File: src/rtl/pea_banks_store_xbar.sv
// Store crossbar: each bank lane is a registered binary mux tree that picks
// one PE store stream. Optional stall counter behind STORE_XBAR_PERF_CNT_EN.
module pea_banks_store_xbar #(
    parameter  int N_PE   = 4,
    parameter  int DATA_W = 32,
    localparam int N_STG  = $clog2(N_PE)
) (
    input  logic                     clk_i,
    input  logic                     rst_i,
    input  logic [N_PE*DATA_W-1:0]   pe_data_i,
    input  logic [N_PE-1:0]          pe_valid_i,
    output logic [N_PE-1:0]          pe_ready_o,
    input  logic [N_PE*N_STG-1:0]    bank_sel_i,
    output logic [N_PE*DATA_W-1:0]   bank_data_o,
    output logic [N_PE-1:0]          bank_valid_o,
    input  logic [N_PE-1:0]          bank_ready_i,
`ifdef STORE_XBAR_PERF_CNT_EN
    output logic [31:0]              stall_cnt_o,
`endif
    output logic                     idle_o
);

    // Handshake: a PE beat transfers when pe_valid_i[p] && pe_ready_o[p]; a bank
    // beat transfers when bank_valid_o[b] && adv. The whole pipeline advances in
    // lockstep, so one stalled bank (valid && !ready) freezes every lane.
    logic adv;

    // Nodes of each lane are heap-indexed: 1 is the root (last stage), the
    // children of node i are 2i and 2i+1, nodes N_PE/2..N_PE-1 are stage 0.
    logic [DATA_W-1:0] nd_data  [N_PE][1:N_PE-1];
    logic              nd_valid [N_PE][1:N_PE-1];
    logic [N_STG-1:0]  nd_sel   [N_PE][1:N_PE-1];
    logic [DATA_W-1:0] nx_data  [N_PE][1:N_PE-1];
    logic              nx_valid [N_PE][1:N_PE-1];
    logic [N_STG-1:0]  nx_sel   [N_PE][1:N_PE-1];

    for (genvar b = 0; b < N_PE; b++) begin : g_lane
        logic [N_STG-1:0] sel_b;
        assign sel_b = bank_sel_i[b*N_STG +: N_STG];

        for (genvar i = 1; i < N_PE; i++) begin : g_node
            if (i >= N_PE/2) begin : g_leaf
                localparam int K = i - N_PE/2;
                assign nx_valid[b][i] = sel_b[0] ? pe_valid_i[2*K+1] : pe_valid_i[2*K];
                assign nx_data[b][i]  = sel_b[0] ? pe_data_i[(2*K+1)*DATA_W +: DATA_W]
                                                 : pe_data_i[(2*K)*DATA_W +: DATA_W];
                assign nx_sel[b][i]   = sel_b;
            end else begin : g_inner
                // Stage number of this node; it consumes that bit of the travelling select.
                localparam int S = N_STG - $clog2(i+1);
                logic pick;
                assign pick           = nd_sel[b][2*i][S];
                assign nx_valid[b][i] = pick ? nd_valid[b][2*i+1] : nd_valid[b][2*i];
                assign nx_data[b][i]  = pick ? nd_data[b][2*i+1]  : nd_data[b][2*i];
                assign nx_sel[b][i]   = nd_sel[b][2*i];
            end
        end
    end

    always_ff @(posedge clk_i or posedge rst_i) begin
        if (rst_i) begin
            for (int b = 0; b < N_PE; b++) begin
                for (int i = 1; i < N_PE; i++) begin
                    nd_data[b][i]  <= '0;
                    nd_valid[b][i] <= 1'b0;
                    nd_sel[b][i]   <= '0;
                end
            end
        end else if (adv) begin
            for (int b = 0; b < N_PE; b++) begin
                for (int i = 1; i < N_PE; i++) begin
                    nd_data[b][i]  <= nx_data[b][i];
                    nd_valid[b][i] <= nx_valid[b][i];
                    nd_sel[b][i]   <= nx_sel[b][i];
                end
            end
        end
    end

    always_comb begin
        bank_data_o  = '0;
        bank_valid_o = '0;
        for (int b = 0; b < N_PE; b++) begin
            bank_data_o[b*DATA_W +: DATA_W] = nd_data[b][1];
            bank_valid_o[b]                 = nd_valid[b][1];
        end
    end

    always_comb begin
        adv = 1'b1;
        for (int b = 0; b < N_PE; b++) begin
            if (bank_valid_o[b] && !bank_ready_i[b]) adv = 1'b0;
        end
    end

    assign pe_ready_o = {N_PE{adv}};

    // Idle looks at every node, including candidates a lane will later drop.
    always_comb begin
        idle_o = 1'b1;
        for (int b = 0; b < N_PE; b++) begin
            for (int i = 1; i < N_PE; i++) begin
                if (nd_valid[b][i]) idle_o = 1'b0;
            end
        end
    end

`ifdef STORE_XBAR_PERF_CNT_EN
    always_ff @(posedge clk_i or posedge rst_i) begin
        if (rst_i) begin
            stall_cnt_o <= '0;
        end else if (!adv && (stall_cnt_o != 32'hFFFF_FFFF)) begin
            stall_cnt_o <= stall_cnt_o + 32'd1;
        end
    end
`endif

endmodule
File: config.mk
export PLATFORM = sky130hd
export DESIGN_NAME = pea_banks_store_xbar
export DESIGN_NICKNAME = d
export VERILOG_FILES = /design/src/rtl/pea_banks_store_xbar.sv
export SDC_FILE = /design/constraint.sdc
export NUM_CORES = 1
export LEC_CHECK = 0
export BUFFER_PORTS_ARGS = -buffer_cell sky130_fd_sc_hd__buf_4
export CAP_MARGIN = 20
export CORE_ASPECT_RATIO = 0.7
export CORE_UTILIZATION = 58
export CTS_CLUSTER_SIZE = 28
export DETAILED_ROUTE_END_ITERATION = 12
export GPL_TIMING_DRIVEN = 0
export PLACE_DENSITY_LB_ADDON = 0.2
export SYNTH_ARGS = -nofsm -noshare
export SYNTH_HDL_FRONTEND = slang
export SYNTH_SLANG_ARGS = --single-unit
File: constraint.sdc
create_clock -name clk_i -period 12.85 [get_ports clk_i]
set_clock_uncertainty 0.15 [all_clocks]
set_input_delay 0.6425 -clock clk_i [delete_from_list [all_inputs] [get_ports clk_i]]
set_output_delay 0.6425 -clock clk_i [all_outputs]
set_load 0.02 [all_outputs]
# Yosys cells after proc, flatten, opt, wreduce, memory -nomap -nowiden

Cells that the tools add are included.

Multiplexer cells: 40
Reductions and logical operators: 8

Operator list:

| kind              | number |
|---|---|
| $mux 32           | 12 |
| $mux 1            | 28 |
| $logic_and 1x1->1 | 4 |
| $logic_not 1->1   | 4 |

Logic and storage cells: 76
Flip-flop bits (word level): 404
Output and inout port bits: 137
Bits of input ports: 146

# Depth between registers and ports, before layout

Gate-level depths: netlist of run 1.

Depth in word-level cells: 12
Depth in mapped cells: 5
Depth with buffers taken out: 3

# Worst setup path after synthesis of run 1

OpenSTA, ideal clock, no wires.

Kind: input -> output
Start: input port bank_ready_i[1]
End: output port pe_ready_o[0]
Buffers on the path: 3
Setup slack: 10.354 ns
Arrival time: 1.704 ns
Required time: 12.057 ns
Cell stages on the path: 5
Path through: inv_1 > a2111oi_4 > buf_2 > buf_2 > buf_4

Cells in the longest elaborated chain, start to end: 5

RTL lines:

| element              | RTL line | text |
|---|---|---|
| start, declared      | 16       | `input logic [N_PE-1:0] bank_ready_i,` |
| $logic_not 1->1      | 92       | `if (bank_valid_o[b] && !bank_ready_i[b]) adv = 1'b0;` |
| $logic_and 1x1->1    | 92       |  |
| $mux 1 (3 in series) | 92       |  |
| end, declared        | 12       | `output logic [N_PE-1:0] pe_ready_o,` |

No other way between the ends.

# Worst setup path in the final report of run 1

Start: register nd_valid, in the netlist bank_valid_o[0]
End: output port pe_ready_o[2]

Cells in the longest elaborated chain, start to end: 5

RTL lines:

| element                         | RTL line | text |
|---|---|---|
| start, declared                 | 31       | `logic nd_valid [N_PE][1:N_PE-1];` |
| start signal, assigned by index | 73       | `nd_valid[b][i] <= nx_valid[b][i];` |
| $logic_and 1x1->1               | 92       |  |
| $mux 1 (4 in series)            | 92       |  |

No other way between the ends.

==> impl_metrics.prom, run 1 <==
# TYPE chip_impl_metric gauge
chip_impl_metric{name="critical_path.max_stage_delay",unit="ns"} 0.63
chip_impl_metric{name="worst_r2r_path_depth",unit=""} 5
chip_impl_metric{name="start_util",unit="%"} 58.9
chip_impl_info{name="critical_path.cell_chain",value="nor2b_1 > a2111oi_4 > buf_2 > buf_2 > buf_4 > buf_4"} 1
chip_impl_metric{name="syn_area",unit="sq um"} 20500
chip_impl_metric{name="io-pin-count",unit=""} 283
chip_impl_metric{name="gp_congestion",unit=""} 0.811
chip_impl_metric{name="post_cts.resized_instances",unit=""} 0
chip_impl_metric{name="grt_overflow",unit=""} 0
chip_impl_metric{name="fp.coreArea",unit="sq um"} 34700
chip_impl_info{name="post_synth_most_frequent_cells",value="sky130_fd_sc_hd__mux2_2 (796), sky130_fd_sc_hd__dfrtp_1 (400), sky130_fd_sc_hd__buf_4 (136)"} 1
chip_impl_metric{name="buffer_ports.inserted",unit=""} 278
chip_impl_metric{name="route.antenna.remaining_nets",unit=""} 0
chip_impl_metric{name="switching_share",unit="%"} 33.5
chip_impl_metric{name="drt-initial-drc-count",unit=""} 987
chip_impl_metric{name="finalWorstPathRequiredPeriod",unit="ns"} 3.68
chip_impl_metric{name="routed-via-count",unit=""} 12700
chip_impl_metric{name="synth_sequential_area_ratio",unit="%"} 48.9
chip_impl_info{name="tritoncts",value="built"} 1
chip_impl_info{name="critPathKind",value="flop to output port"} 1
chip_impl_metric{name="finalNetCount",unit=""} 1900
chip_impl_info{name="cp-end-kind",value="output port"} 1
chip_impl_metric{name="core.rowCount",unit=""} 57
chip_impl_metric{name="synthesis.instances",unit=""} 1430
chip_impl_metric{name="clock_tree.buffer_depth",unit=""} 3
chip_impl_metric{name="maxSlewViolCount",unit=""} 0
chip_impl_metric{name="critPathBufInv",unit=""} 4
chip_impl_metric{name="vdd_ir_drop_max",unit="mV"} 0.143
chip_impl_metric{name="grt_use_total",unit="%"} 30.7
chip_impl_metric{name="grt_pass1_wl",unit="microns"} 82600
chip_impl_info{name="rsz0062_at_grt",value="false"} 1
chip_impl_metric{name="vias_in_the_first_global_route",unit=""} 13600
chip_impl_metric{name="holdPathStages",unit=""} 2
chip_impl_info{name="result_of_the_run",value="finished clean"} 1
chip_impl_metric{name="number_of_sinks_on_the_clock_net",unit=""} 400
chip_impl_info{name="synthMostInstantiatedCell",value="sky130_fd_sc_hd__mux2_2"} 1
chip_impl_info{name="cts.root.buffer_cell",value="sky130_fd_sc_hd__clkbuf_16"} 1
chip_impl_metric{name="worst_slew_margin_rel",unit="%"} 27.4
chip_impl_metric{name="leakagePower",unit="nW"} 10.7
chip_impl_metric{name="cts_buffers",unit=""} 40
chip_impl_metric{name="synth.yosys.warnings",unit=""} 0
chip_impl_metric{name="ctsHtreeMaxLevel",unit=""} 2
chip_impl_metric{name="setup_tns",unit="ns"} 0
chip_impl_metric{name="synth.distinct_cells",unit=""} 10
chip_impl_metric{name="1st_pass_router_iterations",unit=""} 4
chip_impl_metric{name="hpwl",unit="microns"} 37100
chip_impl_metric{name="fp.dieArea",unit="sq um"} 36000
chip_impl_info{name="setup.worst_path.start_class",value="flop"} 1
chip_impl_metric{name="portion_of_the_clock_cycle_consumed_by_the_worst_path_in_the_final_layout",unit="%"} 28.6
chip_impl_metric{name="critical_path_arrival",unit="ns"} 2.88
chip_impl_metric{name="final_util",unit="%"} 70.7
chip_impl_info{name="cell_family_with_the_largest_share_of_critical_path_delay",value="buffers and inverters"} 1
chip_impl_info{name="critPathSlowestCell",value="sky130_fd_sc_hd__a2111oi_4"} 1
chip_impl_metric{name="synth_top_cell_area_share",unit="%"} 48.9
chip_impl_metric{name="pwr-share-seq",unit="%"} 34.6
chip_impl_metric{name="maxCapViolCount",unit=""} 0
chip_impl_metric{name="worst_skew_pair.late_latency",unit="ns"} 0.54
chip_impl_metric{name="finalSetupViolations",unit=""} 0
chip_impl_metric{name="chip_height",unit="microns"} 159
chip_impl_metric{name="final-hold-violation-count",unit=""} 0
chip_impl_info{name="dominantRegCellSynth",value="sky130_fd_sc_hd__dfrtp_1"} 1
chip_impl_metric{name="internal-power",unit="mW"} 4.37
chip_impl_metric{name="synth_enable_flop_cells",unit=""} 0
chip_impl_info{name="hold_path_class",value="primary input to flop"} 1
chip_impl_metric{name="timing.critical_path.required",unit="ns"} 12.06
chip_impl_metric{name="grt_start_max_net_pins",unit=""} 131
chip_impl_metric{name="synth-seq-cells",unit=""} 400
chip_impl_metric{name="crit_path_depth",unit=""} 6
chip_impl_metric{name="layout-area-overhead-vs-synth",unit="%"} 20.0
chip_impl_metric{name="power.share.combinational",unit="%"} 47.3
chip_impl_metric{name="async_flop_share",unit="%"} 100
chip_impl_metric{name="avgSynthCellArea",unit="sq um"} 14.3
chip_impl_metric{name="post_route_cells_drive_above_1_share",unit="%"} 74.2
chip_impl_metric{name="syn_nets",unit=""} 1576
chip_impl_info{name="ys_top_cells_by_area",value="sky130_fd_sc_hd__dfrtp_1 (49%), sky130_fd_sc_hd__mux2_2 (44%), sky130_fd_sc_hd__buf_4 (5.0%)"} 1
chip_impl_metric{name="power_density_cells",unit="nW/um^2"} 268
chip_impl_metric{name="crit_path_max_fanout",unit=""} 13
chip_impl_metric{name="fmax",unit="MHz"} 272
chip_impl_metric{name="routed_wl",unit="microns"} 54300
chip_impl_metric{name="clock_pin_slew_on_the_worst_setup_and_hold_paths",unit="ns"} 0.06
chip_impl_metric{name="die_width",unit="microns"} 226
chip_impl_info{name="yosys.area.top_type",value="sky130_fd_sc_hd__dfrtp_1"} 1
chip_impl_metric{name="post_drt_via_cell_ratio",unit=""} 5.61
chip_impl_metric{name="switching_power",unit="mW"} 2.21
chip_impl_metric{name="routed_wire_per_std_cell",unit="microns"} 24.1
chip_impl_metric{name="pwr-share-clk",unit="%"} 18.1
chip_impl_metric{name="remaining_drc_errors",unit=""} 0
chip_impl_metric{name="worstMarginPinSlew",unit="ns"} 1.09
chip_impl_metric{name="initial_antenna_violation_count",unit=""} 4
power by group through the flow:
stage          registers [mW]  logic [mW]  clock network [mW]
6_report                 2.28        3.12                1.19
5_1_grt                  2.36        3.29                1.25
4_1_cts                  2.27        3.13                1.20
3_5_place_dp             2.29        3.11                   0
3_3_place_gp             2.25        3.03                   0
2_1_floorplan            2.17        2.25                   0
worst paths after layout:
| kind | from | endpoint | slack (ns) |
|---|---|---|---|
| setup reg to reg | bank_valid_o[0] | nd_data[124] | 10.15 |
| hold / removal | bank_sel_i[3] | g_lane[1].g_node[1].g_inner.pick | 0.20 |
| hold reg to reg | nd_data[248] | nd_data[248] | 0.35 |
| setup / recovery | bank_valid_o[0] | pe_ready_o[2] | 9.17 |
| min in group asynchronous | rst_i | bank_data_o[127] | 0.50 |
| max in group asynchronous | rst_i | bank_data_o[45] | 10.08 |
final cells by class:
| type | instances | area [sq um] |
|---|---|---|
| Inverter | 2 | 15.0 |
| Multi-Input combinational cell | 804 | 9030 |
| Clock inverter | 10 | 103 |
| Timing Repair Buffer | 282 | 2180 |
| Tap cell | 472 | 591 |
| Clock buffer | 59 | 1210 |
| Fill cell | 2502 | 10200 |
| Buffer | 224 | 1410 |
| Sequential cell | 400 | 10000 |
| Antenna cell | 3 | 7.51 |
registers in the layout (all words and copies together) (netlist names):
register                    count
nd_data                       256
bank_valid_o                    4
nd_valid                        8
bank_data_o                   128
g_lane.g_node.g_inner.pick      4
through the flow:
stage | cell area [sq um] | total power [mW] | setup slack (ns) | instances | hold slack (ns)
after floorplan | 20500 | 4.41 | 0.933 | 1430 | 0.325
after global placement | 23100 | 5.29 | -3.44 | 2180 | 0.333
after detailed placement | 23200 | 5.40 | 9.52 | 2183 | 0.341
after CTS | 24600 | 6.61 | 9.18 | 2253 | 0.183
after global routing | 24600 | 6.90 | 9.12 | 2255 | 0.187
final | 24600 | 6.58 | 9.17 | 2256 | 0.201
worst register-to-register path, cell delays in order, from the launching register on:
cell and delay (ns):
sky130_fd_sc_hd__dfrtp_1 0.41, sky130_fd_sc_hd__nor2b_1 0.17, sky130_fd_sc_hd__a2111oi_4 0.63, sky130_fd_sc_hd__buf_2 0.36, sky130_fd_sc_hd__buf_2 0.47, sky130_fd_sc_hd__mux2_2 0.40
kinds of logic (layout without fill, tap and decap cells):
logic type             Yosys count  count (layout)  synth area share, %
multiplexers                   796             796                 43.8
flip-flops                     400             400                 48.9
buffers and inverters          226             577                 6.91
AND/OR/NAND/NOR                  7               7                0.214
AO/OA/AOI/OAI                    1               1                0.135
other                            0               3                    0
repair_timing:
action / CTS / global route
endpoints found under the hold margin: 40 / 0
hold buffers: 1 / 0
buffers inserted: 0 / 0
routing by layer:
layer  global-route usage (%)  part of all wire, %
met3                     5.06                  4.9
met4                     9.46                  2.8
met2                     47.3                   46
met5                    0.403                0.026
met1                     44.6                   47
cell usage in the layout (no fill, tap or decap), drive strengths merged:
cell	netlist	routed
a2111oi	1	1
and3	1	1
buf	180	461
bufinv	0	2
clkbuf	44	103
clkinv	0	7
clkinvlp	0	1
dfrtp	400	400
diode	0	3
dlygate4sd3	0	1
inv	2	2
mux2	796	796
nor2b	3	3
nor4	3	3
Note: power is estimated with default switching activity, not from simulation.
==> run 2, diff against run 1 <==
==> constraint.sdc (replaced) <==
create_clock -name clk_i -period 3.6 [get_ports clk_i]
set_clock_uncertainty 0.15 [all_clocks]
set_input_delay 0.18 -clock clk_i [delete_from_list [all_inputs] [get_ports clk_i]]
set_output_delay 0.18 -clock clk_i [all_outputs]
set_load 0.02 [all_outputs]
==> impl_metrics.prom, run 2 (synthesis gave the netlist of run 1 again) <==
# TYPE chip_impl_metric gauge
chip_impl_metric{name="vias_in_the_first_global_route",unit=""} 14900
chip_impl_info{name="cp-end-kind",value="output port"} 1
chip_impl_info{name="endpoint_of_the_most_critical_register_to_register_path",value="nd_data[131]"} 1
chip_impl_metric{name="routed_wl",unit="microns"} 57900
chip_impl_metric{name="post_drt_via_cell_ratio",unit=""} 5.57
chip_impl_metric{name="vdd_ir_drop_max",unit="mV"} 0.587
chip_impl_info{name="hold_path_class",value="primary input to async pin"} 1
chip_impl_metric{name="grt_use_total",unit="%"} 32.8
chip_impl_metric{name="r2r_slack",unit="ns"} 0.95
chip_impl_info{name="largest-register",value="nd_data"} 1
chip_impl_metric{name="power.total",unit="mW"} 23.7
chip_impl_metric{name="worstMarginPinSlew",unit="ns"} 1.02
chip_impl_metric{name="final-hold-violation-count",unit=""} 0
chip_impl_metric{name="finalSetupViolations",unit=""} 0
chip_impl_metric{name="fp.dieArea",unit="sq um"} 36000
chip_impl_metric{name="post_route_cells_drive_above_1_share",unit="%"} 66.6
chip_impl_metric{name="ctsHtreeMaxLevel",unit=""} 2
chip_impl_metric{name="clock_tree.buffer_depth",unit=""} 3
chip_impl_metric{name="grt_start_max_net_pins",unit=""} 43
chip_impl_metric{name="clock_pin_slew_on_the_worst_setup_and_hold_paths",unit="ns"} 0.07
chip_impl_metric{name="io-pin-count",unit=""} 283
chip_impl_metric{name="timing.critical_path.required",unit="ns"} 3.27
chip_impl_metric{name="grt_overflow",unit=""} 0
chip_impl_metric{name="whs",unit="ns"} 0.104
chip_impl_metric{name="leakagePower",unit="nW"} 11.6
chip_impl_info{name="final_common_cell",value="sky130_fd_sc_hd__mux2_2"} 1
chip_impl_metric{name="hpwl",unit="microns"} 37700
chip_impl_metric{name="maxCapViolCount",unit=""} 0
chip_impl_metric{name="post-cts-setup-buffers",unit=""} 0
chip_impl_info{name="critPathKind",value="flop to output port"} 1
chip_impl_metric{name="largest_register_ffs",unit=""} 256
chip_impl_info{name="mostFrequentLayoutCells",value="sky130_fd_sc_hd__mux2_2 (796), sky130_fd_sc_hd__buf_4 (414), sky130_fd_sc_hd__dfrtp_1 (400), sky130_fd_sc_hd__dlygate4sd3_1 (203), sky130_fd_sc_hd__clkbuf_1 (53)"} 1
chip_impl_info{name="critPathSlowestCell",value="sky130_fd_sc_hd__a2111oi_4"} 1
chip_impl_info{name="result_of_the_run",value="finished clean"} 1
chip_impl_metric{name="worst_slew_margin_rel",unit="%"} 32.2
chip_impl_metric{name="maxSlewViolCount",unit=""} 0
chip_impl_metric{name="routed_wire_per_std_cell",unit="microns"} 23.5
chip_impl_metric{name="finalWorstPathRequiredPeriod",unit="ns"} 3.18
chip_impl_metric{name="chip_height",unit="microns"} 159
chip_impl_metric{name="gp_congestion",unit=""} 0.828
chip_impl_metric{name="placement.setup.worst_slack",unit="ns"} 0.982
chip_impl_metric{name="power_density_cells",unit="nW/um^2"} 889
chip_impl_metric{name="worst_r2r_path_depth",unit=""} 5
chip_impl_metric{name="finalNetCount",unit=""} 2110
chip_impl_metric{name="critical_path.max_stage_delay",unit="ns"} 0.61
chip_impl_metric{name="die_width",unit="microns"} 226
chip_impl_metric{name="final_util",unit="%"} 76.8
chip_impl_metric{name="routed-via-count",unit=""} 13700
chip_impl_metric{name="detailed_place.area",unit="sq um"} 23400
chip_impl_metric{name="buffer_ports.inserted",unit=""} 278
chip_impl_metric{name="cts_buffers",unit=""} 40
chip_impl_metric{name="critPathBufInv",unit=""} 4
chip_impl_metric{name="critical_path_arrival",unit="ns"} 2.85
chip_impl_info{name="cts.root.buffer_cell",value="sky130_fd_sc_hd__clkbuf_16"} 1
chip_impl_metric{name="route.antenna.remaining_nets",unit=""} 0
chip_impl_info{name="cell_family_with_the_largest_share_of_critical_path_delay",value="buffers and inverters"} 1
chip_impl_metric{name="crit_path_max_fanout",unit=""} 13
chip_impl_info{name="setup.worst_path.start_class",value="flop"} 1
chip_impl_metric{name="start_util",unit="%"} 58.9
chip_impl_metric{name="final_area",unit="sq um"} 26700
chip_impl_metric{name="worst_skew_pair.late_latency",unit="ns"} 0.54
chip_impl_metric{name="initial_antenna_violation_count",unit=""} 3
chip_impl_metric{name="grt_pass1_wl",unit="microns"} 88500
chip_impl_metric{name="fmax",unit="MHz"} 314
chip_impl_info{name="rsz0062_at_grt",value="false"} 1
chip_impl_metric{name="setup_slack",unit="ns"} 0.417
chip_impl_metric{name="core.rowCount",unit=""} 57
chip_impl_metric{name="drt-initial-drc-count",unit=""} 876
chip_impl_info{name="tritoncts",value="built"} 1
chip_impl_metric{name="portion_of_the_clock_cycle_consumed_by_the_worst_path_in_the_final_layout",unit="%"} 88.4
chip_impl_info{name="critical_path.cell_chain",value="nor2b_1 > a2111oi_4 > buf_2 > buf_2 > buf_4 > buf_4"} 1
chip_impl_metric{name="1st_pass_router_iterations",unit=""} 4
chip_impl_info{name="r2r-start",value="bank_valid_o[0]"} 1
chip_impl_metric{name="remaining_drc_errors",unit=""} 0
chip_impl_metric{name="post_cts.resized_instances",unit=""} 0
chip_impl_metric{name="number_of_sinks_on_the_clock_net",unit=""} 400
chip_impl_metric{name="filler_cell_count",unit=""} 2130
chip_impl_metric{name="layout-area-overhead-vs-synth",unit="%"} 30.4
chip_impl_metric{name="fp.coreArea",unit="sq um"} 34700
## run 2: changes by cell type in the layout (fill, tap and decap cells not counted), moves of 3 or more
| cell | change |
|---|---|
| sky130_fd_sc_hd__buf_12 | +11 |
| sky130_fd_sc_hd__buf_16 | -3 |
| sky130_fd_sc_hd__clkbuf_1 | +3 |
| sky130_fd_sc_hd__dlygate4sd3_1 | +202 |
## run 2: cell type report
class                   count  area (sq um)  area share, %
well taps                 472           591           2.21
clock inverters             7          60.1          0.225
multi-input cells         804          9030           33.9
clock buffers              62          1220           4.59
diodes                      2          5.00         0.0188
repair buffers            492          4340           16.3
inverters                   2          11.3         0.0422
flip-flops and latches    400         10000           37.5
plain buffers             224          1410           5.27
## run 2: repair_timing
action                                 in CTS  in global routing
endpoints found under the hold margin     343                  0
setup endpoints to repair                   0                  0
hold buffers                              203                  0
## run 2: worst max-delay path by stage
stage	depth (start not counted)	from	end	slack (ns)
2_1_floorplan	1	rst_i	bank_data_o[0]	-2.12
3_3_place_gp	2	rst_i	bank_data_o[13]	-4.47
3_5_place_dp	5	bank_valid_o[0]	nd_data[123]	0.98
4_1_cts	6	bank_valid_o[0]	pe_ready_o[2]	0.42
5_1_grt	6	bank_valid_o[0]	pe_ready_o[0]	0.32
6_report	6	bank_valid_o[0]	pe_ready_o[0]	0.42
## run 2: power by group
group / internal, mW / switching, mW / total [mW]
Clock: 2.40 / 1.77 / 4.17
Sequential: 6.89 / 1.26 / 8.14
Combinational: 6.44 / 4.97 / 11.4
## run 2: worst min-delay path, stage by stage
cell and delay (ns):
sky130_fd_sc_hd__dlygate4sd3_1 0.54, sky130_fd_sc_hd__buf_4 0.14, sky130_fd_sc_hd__clkinvlp_4 0.36
## run 2: metal layers
metal	share of wire (%)	track usage, %
met3	5.0	5.13
met2	47	52.0
met4	2.8	10.6
met5	0.012	0
met1	45	46.4
## run 2: through the flow
step | cells | setup TNS [ns]
2_1_floorplan | 1430 | -846.31
3_3_place_gp | 2180 | -1766.41
3_5_place_dp | 2191 | 0
4_1_cts | 2463 | 0
5_1_grt | 2464 | 0
6_report | 2465 | 0
==> run 3, diff against run 2 <==
--- a/config.mk
+++ b/config.mk
@@ -11,7 +11,7 @@
 export CORE_UTILIZATION = 58
 export CTS_CLUSTER_SIZE = 28
 export DETAILED_ROUTE_END_ITERATION = 12
-export GPL_TIMING_DRIVEN = 0
+export GPL_ROUTABILITY_DRIVEN = 0
 export PLACE_DENSITY_LB_ADDON = 0.2
 export SYNTH_ARGS = -nofsm -noshare
 export SYNTH_HDL_FRONTEND = slang
==> impl_metrics.prom, run 3 (synthesis gave the netlist of run 1 again) <==
# TYPE chip_impl_metric gauge
chip_impl_info{name="result_of_the_run",value="finished clean"} 1
chip_impl_metric{name="switching_share",unit="%"} 32.6
chip_impl_metric{name="drt-initial-drc-count",unit=""} 659
chip_impl_metric{name="power_density_cells",unit="nW/um^2"} 867
chip_impl_metric{name="number_of_sinks_on_the_clock_net",unit=""} 400
chip_impl_metric{name="routed_wl",unit="microns"} 46500
chip_impl_info{name="mostFrequentLayoutCells",value="sky130_fd_sc_hd__mux2_2 (796), sky130_fd_sc_hd__dfrtp_1 (396), sky130_fd_sc_hd__buf_4 (298), sky130_fd_sc_hd__dlygate4sd3_1 (203), sky130_fd_sc_hd__clkbuf_16 (43)"} 1
chip_impl_metric{name="hpwl",unit="microns"} 27700
chip_impl_metric{name="chip_height",unit="microns"} 159
chip_impl_metric{name="detailed_place.area",unit="sq um"} 22100
chip_impl_metric{name="die_width",unit="microns"} 226
chip_impl_metric{name="worst_slew_margin_rel",unit="%"} 22.0
chip_impl_metric{name="route.antenna.remaining_nets",unit=""} 0
chip_impl_metric{name="ctsHtreeMaxLevel",unit=""} 2
chip_impl_metric{name="fp.dieArea",unit="sq um"} 36000
chip_impl_metric{name="initial_antenna_violation_count",unit=""} 3
chip_impl_metric{name="vdd_ir_drop_max",unit="mV"} 0.459
chip_impl_metric{name="power.total",unit="mW"} 22.0
chip_impl_metric{name="worstMarginPinSlew",unit="ns"} 1.17
chip_impl_metric{name="internal-power",unit="mW"} 14.9
chip_impl_metric{name="portion_of_the_clock_cycle_consumed_by_the_worst_path_in_the_final_layout",unit="%"} 82.1
chip_impl_metric{name="post_drt_via_cell_ratio",unit=""} 5.48
chip_impl_metric{name="setup_tns",unit="ns"} 0
chip_impl_metric{name="core.rowCount",unit=""} 57
chip_impl_metric{name="post-cts-setup-buffers",unit=""} 0
chip_impl_info{name="cts.root.buffer_cell",value="sky130_fd_sc_hd__clkbuf_16"} 1
chip_impl_metric{name="layout-area-overhead-vs-synth",unit="%"} 24.3
chip_impl_metric{name="post_cts.resized_instances",unit=""} 0
chip_impl_metric{name="numPlacedInstances",unit=""} 1985
chip_impl_metric{name="start_util",unit="%"} 58.9
chip_impl_metric{name="io-pin-count",unit=""} 283
chip_impl_metric{name="grt_pass1_wl",unit="microns"} 74500
chip_impl_metric{name="final_util",unit="%"} 73.2
chip_impl_metric{name="power.share.combinational",unit="%"} 42.6
chip_impl_metric{name="fp.coreArea",unit="sq um"} 34700
chip_impl_metric{name="stdcell_count",unit=""} 2262
chip_impl_metric{name="routed-via-count",unit=""} 12400
chip_impl_metric{name="switching_power",unit="mW"} 7.18
chip_impl_metric{name="cts_buffers",unit=""} 41
chip_impl_metric{name="1st_pass_router_iterations",unit=""} 4
chip_impl_metric{name="maxCapViolCount",unit=""} 0
chip_impl_metric{name="pwr-share-clk",unit="%"} 19.1
chip_impl_metric{name="timing.critical_path.required",unit="ns"} 3.27
chip_impl_metric{name="final_area",unit="sq um"} 25400
chip_impl_metric{name="vias_in_the_first_global_route",unit=""} 13200
chip_impl_metric{name="routed_wire_per_std_cell",unit="microns"} 20.5
chip_impl_info{name="setup.worst_path.start_class",value="flop"} 1
chip_impl_metric{name="finalSetupViolations",unit=""} 0
chip_impl_metric{name="worst_skew_pair.late_latency",unit="ns"} 0.54
chip_impl_metric{name="crit_path_max_fanout",unit=""} 56
chip_impl_metric{name="clock_pin_slew_on_the_worst_setup_and_hold_paths",unit="ns"} 0.06
chip_impl_info{name="cp-end-kind",value="output port"} 1
chip_impl_info{name="rsz0062_at_grt",value="false"} 1
chip_impl_metric{name="clock_tree.buffer_depth",unit=""} 3
chip_impl_metric{name="finalWorstPathRequiredPeriod",unit="ns"} 2.96
chip_impl_metric{name="whs",unit="ns"} 0.151
chip_impl_metric{name="pwr-share-seq",unit="%"} 38.3
chip_impl_metric{name="critical_path_arrival",unit="ns"} 2.63
chip_impl_metric{name="fmax",unit="MHz"} 338
chip_impl_metric{name="final-hold-violation-count",unit=""} 0
chip_impl_metric{name="grt_overflow",unit=""} 0
chip_impl_metric{name="grt_use_total",unit="%"} 26.2
chip_impl_metric{name="grt_start_max_net_pins",unit=""} 109
chip_impl_metric{name="setup_slack",unit="ns"} 0.643
chip_impl_metric{name="post_route_cells_drive_above_1_share",unit="%"} 65.6
chip_impl_info{name="hold_path_class",value="primary input to async pin"} 1
chip_impl_info{name="tritoncts",value="built"} 1
chip_impl_metric{name="largest_register_ffs",unit=""} 256
chip_impl_metric{name="buffer_ports.inserted",unit=""} 282
chip_impl_metric{name="remaining_drc_errors",unit=""} 0
chip_impl_metric{name="maxSlewViolCount",unit=""} 0
chip_impl_metric{name="leakagePower",unit="nW"} 10.8
chip_impl_metric{name="worst_r2r_path_depth",unit=""} 4
chip_impl_metric{name="placement.setup.worst_slack",unit="ns"} 1.09
chip_impl_info{name="final_common_cell",value="sky130_fd_sc_hd__mux2_2"} 1
chip_impl_metric{name="filler_cell_count",unit=""} 2279
chip_impl_info{name="largest-register",value="nd_data"} 1
chip_impl_metric{name="finalNetCount",unit=""} 1905
chip_impl_info{name="critPathKind",value="flop to output port"} 1
-- run 3: layout make-up --
class	count	area (sq um)	share of cell area, %
diodes	3	7.51	0.0295
clock buffers	60	1230	4.84
clock inverters	11	87.6	0.344
inverters	2	11.3	0.0443
multi-input cells	804	9030	35.5
flip-flops and latches	400	10000	39.4
well taps	472	591	2.32
repair buffers	510	4450	17.5
-- run 3: final timing paths --
check / slack [ns] / startpoint / to
worst max-delay path: 0.64 / bank_valid_o[0] / pe_ready_o[0]
worst min-delay path: 0.15 / rst_i / bank_data_o[95]
worst max register to register: 1.06 / bank_valid_o[0] / bank_data_o[47]
worst min register to register: 0.35 / nd_data[247] / nd_data[247]
max in group asynchronous: 2.15 / rst_i / nd_data[245]
min in group clk_i: 0.26 / bank_ready_i[1] / nd_data[347]
-- run 3: what timing repair did --
action	in CTS	in global routing
setup endpoints to repair	0	0
hold buffers	203	0
hold endpoints to repair	283	0
-- run 3: routing by layer --
layer  GRT usage, %  part of all wire [%]
met1           37.7                    47
met3           4.83                   4.1
met5              0                     0
met2           41.7                    47
met4           5.59                   1.5
-- run 3: worst max-delay path, cell delays in order, from the launching register on --
cell	delay, ns
sky130_fd_sc_hd__dfrtp_1	0.42
sky130_fd_sc_hd__nor2b_1	0.18
sky130_fd_sc_hd__a2111oi_4	0.70
sky130_fd_sc_hd__buf_12	0.25
sky130_fd_sc_hd__buf_12	0.29
sky130_fd_sc_hd__buf_4	0.21
-- run 3: power groups by stage --
stage	Clock (mW)	Sequential, mW	Combinational (mW)
3_5_place_dp	0	8.48	9.20
2_1_floorplan	0	7.74	8.02
4_1_cts	4.31	8.44	9.44
5_1_grt	4.49	8.75	10.0
3_3_place_gp	0	8.38	8.97
6_report	4.20	8.44	9.39
